$ cat src/rtl/minhash_selector_pkg.sv
// Shared constants and types for the hasher -> minhash selector -> extender path.
// Slot and state types used by the bottom-k selector.
package minhash_selector_pkg;

   localparam int BASE_LEN               = 4;
   localparam int KMER_LEN               = 4;
   localparam int HASHER_KMER_LEN        = KMER_LEN;
   localparam int EXTENDER_ACTUAL_MEM    = 32;
   localparam int EXTENDER_INDICES_COUNT = 2;
   localparam int EXTENDER_INDICE_LEN    = 5;

   localparam int MINSEL_HASH_LEN   = KMER_LEN * BASE_LEN;
   localparam int MINSEL_KMER_COUNT = EXTENDER_ACTUAL_MEM - KMER_LEN + 1;

   typedef enum logic {
      MINSEL_COLLECT,
      MINSEL_EMIT
   } minsel_state_t;

   typedef struct packed {
      logic                           vld;
      logic [MINSEL_HASH_LEN-1:0]     hash;
      logic [EXTENDER_INDICE_LEN-1:0] idx;
   } minsel_slot_t;

endpackage

$ cat src/rtl/minhash_selector_insert.sv
// Combinational sorted insert of one {hash, pos} into a K-slot bottom-k list.
// Slot 0 holds the smallest hash; packed vectors keep slot 0 in the low bits.
module bottomk_insert #(
   parameter int K        = 2,
   parameter int HASH_LEN = 16,
   parameter int IDX_LEN  = 5
) (
   input  logic [K-1:0]          vld_i,
   input  logic [K*HASH_LEN-1:0] hash_i,
   input  logic [K*IDX_LEN-1:0]  idx_i,
   input  logic [HASH_LEN-1:0]   h_i,
   input  logic [IDX_LEN-1:0]    p_i,
   output logic [K-1:0]          vld_o,
   output logic [K*HASH_LEN-1:0] hash_o,
   output logic [K*IDX_LEN-1:0]  idx_o
);

   logic [K-1:0]          vld_sh;
   logic [K*HASH_LEN-1:0] hash_sh;
   logic [K*IDX_LEN-1:0]  idx_sh;

   // Slot j-1 viewed at position j: the "shift down" source.
   assign vld_sh  = vld_i << 1;
   assign hash_sh = hash_i << HASH_LEN;
   assign idx_sh  = idx_i << IDX_LEN;

   always_comb begin
      logic found;
      logic hit;
      found  = 1'b0;
      hit    = 1'b0;
      vld_o  = vld_i;
      hash_o = hash_i;
      idx_o  = idx_i;
      for (int j = 0; j < K; j++) begin
         // Strict less-than keeps the earlier position on ties.
         hit = !vld_i[j] ||
               (h_i < hash_i[j*HASH_LEN +: HASH_LEN]);
         if (found) begin
            vld_o[j]                   = vld_sh[j];
            hash_o[j*HASH_LEN +: HASH_LEN] =
               hash_sh[j*HASH_LEN +: HASH_LEN];
            idx_o[j*IDX_LEN +: IDX_LEN] =
               idx_sh[j*IDX_LEN +: IDX_LEN];
         end else if (hit) begin
            vld_o[j]                       = 1'b1;
            hash_o[j*HASH_LEN +: HASH_LEN] = h_i;
            idx_o[j*IDX_LEN +: IDX_LEN]    = p_i;
         end
         found = found | hit;
      end
   end

endmodule

$ cat src/rtl/minhash_selector.sv
// Streaming bottom-k selector: keeps the K smallest hashes of each window
// and hands their positions to the extender over a valid/ready handshake.
module minhash_selector
   import minhash_selector_pkg::*;
#(
   parameter int HASH_LEN   = MINSEL_HASH_LEN,
   parameter int ACTUAL_MEM = EXTENDER_ACTUAL_MEM,
   parameter int KMER       = HASHER_KMER_LEN,
   parameter int K          = EXTENDER_INDICES_COUNT,
   parameter int IDX_LEN    = EXTENDER_INDICE_LEN
) (
   input  logic                  clk,
   input  logic                  rst,
   input  logic                  in_valid,
   output logic                  in_ready,
   input  logic [HASH_LEN-1:0]   in_hash,
   output logic                  out_valid,
   input  logic                  out_ready,
   output logic [K*IDX_LEN-1:0]  out_indices,
   output logic [K*HASH_LEN-1:0] out_hashes
);

   localparam int NKMER = ACTUAL_MEM - KMER + 1;
   localparam logic [IDX_LEN-1:0] LAST = IDX_LEN'(NKMER - 1);

   if (NKMER - 1 > 2**IDX_LEN - 1) begin : g_idx_chk
      $error("IDX_LEN too narrow for NKMER positions");
   end
   if (NKMER < K) begin : g_k_chk
      $error("window shorter than K");
   end

   minsel_state_t         state_q, state_d;
   logic [IDX_LEN-1:0]    pos_q, pos_d;
   logic [K-1:0]          vld_q, vld_d, vld_ins;
   logic [K*HASH_LEN-1:0] hash_q, hash_d, hash_ins;
   logic [K*IDX_LEN-1:0]  idx_q, idx_d, idx_ins;

   bottomk_insert #(
      .K        (K),
      .HASH_LEN (HASH_LEN),
      .IDX_LEN  (IDX_LEN)
   ) u_insert (
      .vld_i  (vld_q),
      .hash_i (hash_q),
      .idx_i  (idx_q),
      .h_i    (in_hash),
      .p_i    (pos_q),
      .vld_o  (vld_ins),
      .hash_o (hash_ins),
      .idx_o  (idx_ins)
   );

   assign in_ready    = !rst && (state_q == MINSEL_COLLECT);
   assign out_valid   = (state_q == MINSEL_EMIT);
   assign out_indices = idx_q;
   assign out_hashes  = hash_q;

   always_comb begin
      state_d = state_q;
      pos_d   = pos_q;
      vld_d   = vld_q;
      hash_d  = hash_q;
      idx_d   = idx_q;
      unique case (state_q)
         MINSEL_COLLECT: begin
            if (in_valid && in_ready) begin
               vld_d  = vld_ins;
               hash_d = hash_ins;
               idx_d  = idx_ins;
               if (pos_q == LAST) begin
                  pos_d   = '0;
                  state_d = MINSEL_EMIT;
               end else begin
                  pos_d = pos_q + 1'b1;
               end
            end
         end
         MINSEL_EMIT: begin
            // Slot contents stay visible; only validity is cleared.
            if (out_ready) begin
               vld_d   = '0;
               state_d = MINSEL_COLLECT;
            end
         end
         default: state_d = MINSEL_COLLECT;
      endcase
   end

   always_ff @(posedge clk) begin
      if (rst) begin
         state_q <= MINSEL_COLLECT;
         pos_q   <= '0;
         vld_q   <= '0;
         hash_q  <= '0;
         idx_q   <= '0;
      end else begin
         state_q <= state_d;
         pos_q   <= pos_d;
         vld_q   <= vld_d;
         hash_q  <= hash_d;
         idx_q   <= idx_d;
      end
   end

endmodule

$ cat config.mk
export PLATFORM = sky130hd
export DESIGN_NAME = minhash_selector
export DESIGN_NICKNAME = d
export VERILOG_FILES = /design/src/rtl/minhash_selector_pkg.sv /design/src/rtl/minhash_selector_insert.sv /design/src/rtl/minhash_selector.sv
export SDC_FILE = /design/constraint.sdc
export NUM_CORES = 1
export LEC_CHECK = 0
export ABC_AREA = 1
export CAP_MARGIN = 20
export CORE_MARGIN = 1.5
export CORE_UTILIZATION = 45
export DETAILED_ROUTE_END_ITERATION = 10
export MAX_ROUTING_LAYER = met4
export PLACE_DENSITY = 0.83
export RECOVER_POWER = 100
export SLEW_MARGIN = 20
export SYNTH_ARGS = -nofsm -noshare
export SYNTH_HDL_FRONTEND = slang
export SYNTH_SLANG_ARGS = --single-unit
$ cat constraint.sdc
create_clock -name clk -period 2.3 [get_ports clk]
set_input_delay 0.23 -clock clk [delete_from_list [all_inputs] [get_ports clk]]
set_output_delay 0.23 -clock clk [all_outputs]
set_load 0.05 [all_outputs]
* Yosys cells after proc, flatten, opt, wreduce, memory -nomap -nowiden
Index checks and enable logic that the tools add are counted.
Word-level totals: bits of input ports 20, register bits 50, word-level logic and storage cells 45, output and inout bits 44
Cells by class: bitwise operators 1, $add $sub $neg 1, $lt $le $gt $ge 2, equal/unequal tests 5, reduce and logical (&&, ||, !) cells 13, mux-type cells 15
Operators with widths (number):
- < comparator 16 bit | 2
- 2-to-1 mux 16 bit | 2
- 2-to-1 mux 5 bit | 3
- AND reduction 3 bit | 4
- 2-to-1 mux 1 bit | 6
- adder 5 x 1 -> 5 bit, second input constant | 1
- equality test 5 bit, second input constant | 1
- 2-to-1 mux 2 bit | 2
- != test 2 x 1 -> 1 bit, second input constant | 2
- case mux 2 bit (2 select lines) | 1
- logical NOT 1 bit | 3
- != test 3 x 1 -> 1 bit, second input constant | 1
- logical AND 1 bit | 2
- logical OR 1 bit | 2
- != test 2 bit, second input constant | 1
- case mux 1 bit (2 select lines) | 1
- AND reduction 2 bit | 1
- nonzero test 2 bit | 1
- inverter 1 bit | 1

* Longest topological paths before layout
word-level depth 6, mapped depth 17, mapped depth without buffers 16

* Hierarchy
Synthesis repeated with hierarchy kept, for this count alone.
Second synthesis, totals: cell total of the unflattened synthesis 564, area, all modules 3657.3 um^2
By module, submodules not included:
- minhash_selector | sequential area each 1001.0 um^2, area each 1870.5 um^2, instances 1, cells each 240
- bottomk_insert | sequential area each 0.0 um^2, area each 1786.7 um^2, instances 1, cells each 324

* Least setup slack after synthesis
No wires, ideal clock.
path type reg-to-reg, from register state_q, in the netlist out_valid, to register hash_q[16], in the netlist out_hashes[16], arrival 2258 ps, stages on the path, launching flop included 10, buffers on the path 1, setup time 112 ps, setup slack -69 ps, period minus slack after synthesis 2369 ps, required time 2188 ps, path through dfxtp_1 -> nor2_1 -> nand2_1 -> inv_1 -> nand2_2 -> nand2_4 -> inv_2 -> buf_6 -> nor2_1 -> nor2_1
On the way: word-level cells in the longest chain between the ends 4
RTL lines:
- start, declared | RTL line minhash_selector.sv:33 | minsel_state_t state_q, state_d;
- start signal, assigned | RTL line minhash_selector.sv:98 | state_q <= state_d;
- inverter 1 bit (no line)
- logical AND 1 bit | RTL line minhash_selector.sv:54 | assign in_ready = !rst && (state_q == MINSEL_COLLECT);
- net in_ready | RTL line minhash_selector.sv:15 | output logic in_ready,
- logical AND 1 bit | RTL line minhash_selector.sv:67 | if (in_valid && in_ready) begin
- AND reduction 3 bit (no line)
- end signal, assigned | RTL line minhash_selector.sv:101 | hash_q <= hash_d;
- end, declared | RTL line minhash_selector.sv:36 | logic [K*HASH_LEN-1:0] hash_q, hash_d, hash_ins;
The timed path passes the listed nets, and every way through them passes these cells. A chain may end at the register's enable or synchronous reset.

* Worst setup path after layout
from register hash_q[11], in the netlist out_hashes[11], to register idx_q[5], in the netlist out_indices[5]
On the way: word-level cells in the longest chain between the ends 4, elaborated cells on any way between the ends 5, those cells by class order compare: 1; mux: 1; reduce/logical: 3
RTL lines:
- < comparator 16 bit (*) | RTL line minhash_selector_insert.sv:38 | (h_i < hash_i[j*HASH_LEN +: HASH_LEN]);
- logical OR 1 bit (*) | RTL line minhash_selector_insert.sv:37 | hit = !vld_i[j] ||
- nonzero test 2 bit (no line)
- AND reduction 3 bit (no line)
- end signal, assigned | RTL line minhash_selector.sv:102 | idx_q <= idx_d;
- end, declared | RTL line minhash_selector.sv:37 | logic [K*IDX_LEN-1:0] idx_q, idx_d, idx_ins;
Every way passes the cells marked *; elsewhere a longest branch is shown, timed or not.

==> results.yml <==
logic_synthesis:
  postSynth.asyncResetShare_pct: 0
  yosysMostFrequentCell: "nand2_1"
  netlist_top_cells_count: "101 x nand2_1, 92 x nor2_1, 52 x inv_1, 50 x dfxtp_1, 41 x nand3_1"
  synth-seq-cells: 50
  yosys.cell_types.count: 24
  synth_cells: 456
  synthFlopType: "dfxtp_1"
  syn_nets: 508
  yosysTopAreaCellShare_pct: 32.9
  ys_seq_area_share_pct: 32.9
  syn-cell-area_um2: 3040
  ys_top_cells_by_area: "dfxtp_1 33%, ha_1 13%, nand2_1 12%, nor2_1 11%, nand3_1 6.8%"
  syn_avg_cell_area_um2: 6.66
  yosysTopAreaCell: "dfxtp_1"
  yosys_warnings: 0
  synth_edf_count: 0
min_path:
  min_to: "out_valid$_SDFF_PP0_"
  whs_path_depth: 2
  min_from: "out_valid$_SDFF_PP0_"
  hold_class: "reg -> reg"
sta:
  slew_headroom_pct: 48.2
  period_share_pct: 90.9
  tns_ns: 0
  timing.hold.ws_ns: 0.503
  hold_violations: 0
  drv_slew: 0
  rsz0062_at_grt: "false"
  setup_violations: 0
  fmaxAchievable_ghz: 0.478
  period_needed_ns: 2.09
  worstMarginPinSlew_ns: 0.776
  clock_skew_ns: 0.00913
clocking:
  clk_pin_slew_worst_paths_ns: 0.10
  clockBufferDepth: 2
  clkSinkCount: 50
  ctsHtreeMaxLevel: 2
  cts-buffers-inserted: 5
  post-cts-setup-buffer-count: 0
  cts_hold_buf: 0
  cts_root_buf: "clkbuf_8"
  cts_tree: "yes"
  cts_resized: 0
  clock_latency_ns: 0.31
layout:
  fin_area_um2: 3910
  multi_input_area_um2: 1710
  fillers: 594
  seqCellArea_um2: 1000
  final_nets: 579
  synthToLayoutAreaGrowth_pct: 28.7
  layout-drive-gt1-share_pct: 6.63
  layout.cells.non_filler: 605
  n_antenna_cell: 0
floorplan:
  rows: 29
  core_um2: 6420
  chipWidth_um: 85.2
  start_util_pct: 47.3
  die_h_um: 85.2
  num_io_pins: 64
  die_area_um2: 7250
critical_path:
  crit_path_start_kind: "register"
  cp_top_family: "compound AO/OA/AOI/OAI gates"
  r2r_end: "out_indices[5]$_SDFFE_PP0P_"
  cpPeakStageDelay_ns: 0.39
  crit_slowest_cell: "dfxtp_1"
  crit_buf_inv: 2
  rrSetupSlack_ns: 0.21
  cp-end-kind: "register"
  worst_r2r_path_depth: 11
  crit_required_ns: 2.51
  cp_max_fo: 16
  arrival_ns: 2.30
  path_cells: "inv_1 -> ha_1 -> a21oi_1 -> o21ai_0 -> a21oi_1 -> nand2_4 -> nand2_8 -> clkbuf_4 -> o21ai_0 -> nor2_1 -> nor2_1"
  r2r-start: "out_hashes[11]$_SDFFE_PP0P_"
  path_class: "reg -> reg"
global_routing:
  grt_max_degree: 27
  gr-total-overflow: 0
  first_global_vias: 3110
  grt_pass1_wl_um: 13700
  grt_antenna_before_repair: 0
  track_usage_pct: 24.0
power:
  p_sw_mw: 0.978
  sw_frac_of_total_pct: 38.2
  p_leak_nw: 1.92
  power_density_nw_per_um2: 655
  pwr-share-comb_pct: 36.3
  p_total_mw: 2.56
  power.internal_mw: 1.58
  pwr-share-seq_pct: 38.8
  ir_drop_mv: 0.352
  power_frac_clock_pct: 24.9
drt:
  drt_iter0_markers: 173
  first_pass_iters: 8
  routed_wl_um: 7780
  vias_per_cell: 5.15
  met1_length_um: 3240
  wl_met2_um: 3900
  highest_layer: "met4"
  wl_met3_um: 532
  drc: 5
  num_vias: 3115
  wl_per_cell_um: 12.9
  ant_nets: 0
outcome:
  failed_checks: "design-rule violations"
  status: "complete, but fails checks"
run:
  max_cap_violations: 0
place:
  portBuffers: 63
  dp_hpwl_um: 5780
  dp_cells: 597
  placed_cell_area_um2: 3810
  gp_congestion: 0.881
routing by layer:
metal,vias to the layer above,GRT usage [%]
met5,-,-
met4,0,6.86
met3,14,3.79
met2,121,42.6
met1,1397,27.8
li1,1583,-
worst register-to-register path: cells and delay by family, from the launching register on:
kind,cells,cell delay (ns)
AO/OA/AOI/OAI,4,0.64
buffers and inverters,2,0.30
flip-flops,1,0.39
AND/OR/NAND/NOR,4,0.36
adder cells (fa/ha/maj),1,0.30
cell type report:
cell class,instances,area share [%]
clock inverter,3,1.15
multi-input combinational,331,43.7
timing repair buffer,83,19.9
tap,77,2.46
sequential,50,25.6
clock buffer,5,1.76
inverter,56,5.44
flip-flops by register name (all words and copies together), names as in the netlist:
name / count
out_hashes: 32
pos_q: 5
vld_q: 2
out_indices: 10
out_valid: 1
cells by family (layout without fill, tap and decap cells):
kind of cell / count (synthesis) / after routing / synth area share (%)
AO/OA/AOI/OAI: 50 / 50 / 8.24
XOR/XNOR: 1 / 1 / 0.288
adder cells (fa/ha/maj): 32 / 32 / 13.2
buffers and inverters: 75 / 147 / 10.7
flip-flops: 50 / 50 / 32.9
AND/OR/NAND/NOR: 248 / 248 / 34.6
power by group through the flow:
stage	Clock [mW]	Sequential [mW]	Combinational, mW
3_3_place_gp	0	1.02	0.928
2_1_floorplan	0	1.24	0.427
4_1_cts	0.640	0.998	0.961
5_1_grt	0.676	1.01	1.03
6_report	0.637	0.994	0.929
3_5_place_dp	0	1.02	0.954
worst max-delay path by stage:
stage / start / end / slack (ns) / cells past startpoint
2_1_floorplan: out_hashes[15]$_SDFFE_PP0P_ / out_hashes[9]$_SDFFE_PP0P_ / 0.1 / 13
3_3_place_gp: in_hash[14] / out_indices[7]$_SDFFE_PP0P_ / -0.08 / 14
3_5_place_dp: in_hash[15] / out_hashes[20]$_SDFFE_PP0P_ / -0.13 / 14
4_1_cts: in_hash[15] / out_hashes[31]$_SDFFE_PP0P_ / 0.20 / 14
5_1_grt: out_hashes[11]$_SDFFE_PP0P_ / out_indices[8]$_SDFFE_PP0P_ / 0.02 / 12
6_report: out_hashes[11]$_SDFFE_PP0P_ / out_indices[5]$_SDFFE_PP0P_ / 0.21 / 11
cell usage in the layout (no fill, tap or decap), types with 2 or more instances in the layout:
cell type | netlist | layout
nand2_8 | 2 | 2
dfxtp_1 | 50 | 50
nand3_1 | 41 | 41
nand2_1 | 101 | 102
dlygate4sd3_1 | 0 | 45
buf_4 | 3 | 16
inv_1 | 52 | 52
nand2_4 | 2 | 2
o21ai_0 | 31 | 31
clkinvlp_4 | 0 | 2
nor2_1 | 92 | 92
a21oi_1 | 18 | 18
clkbuf_8 | 0 | 5
nor3_1 | 6 | 6
ha_1 | 32 | 32
clkdlybuf4s50_1 | 0 | 18
inv_2 | 3 | 2
metrics by stage:
stage	utilization (%)	setup slack, ns
2_1_floorplan	-	0.0993
3_3_place_gp	59.4	-0.0755
3_5_place_dp	59.4	-0.128
4_1_cts	61.2	0.201
5_1_grt	60.9	0.0160
6_report	60.9	0.209
Note: power is estimated with default switching activity, not from simulation.
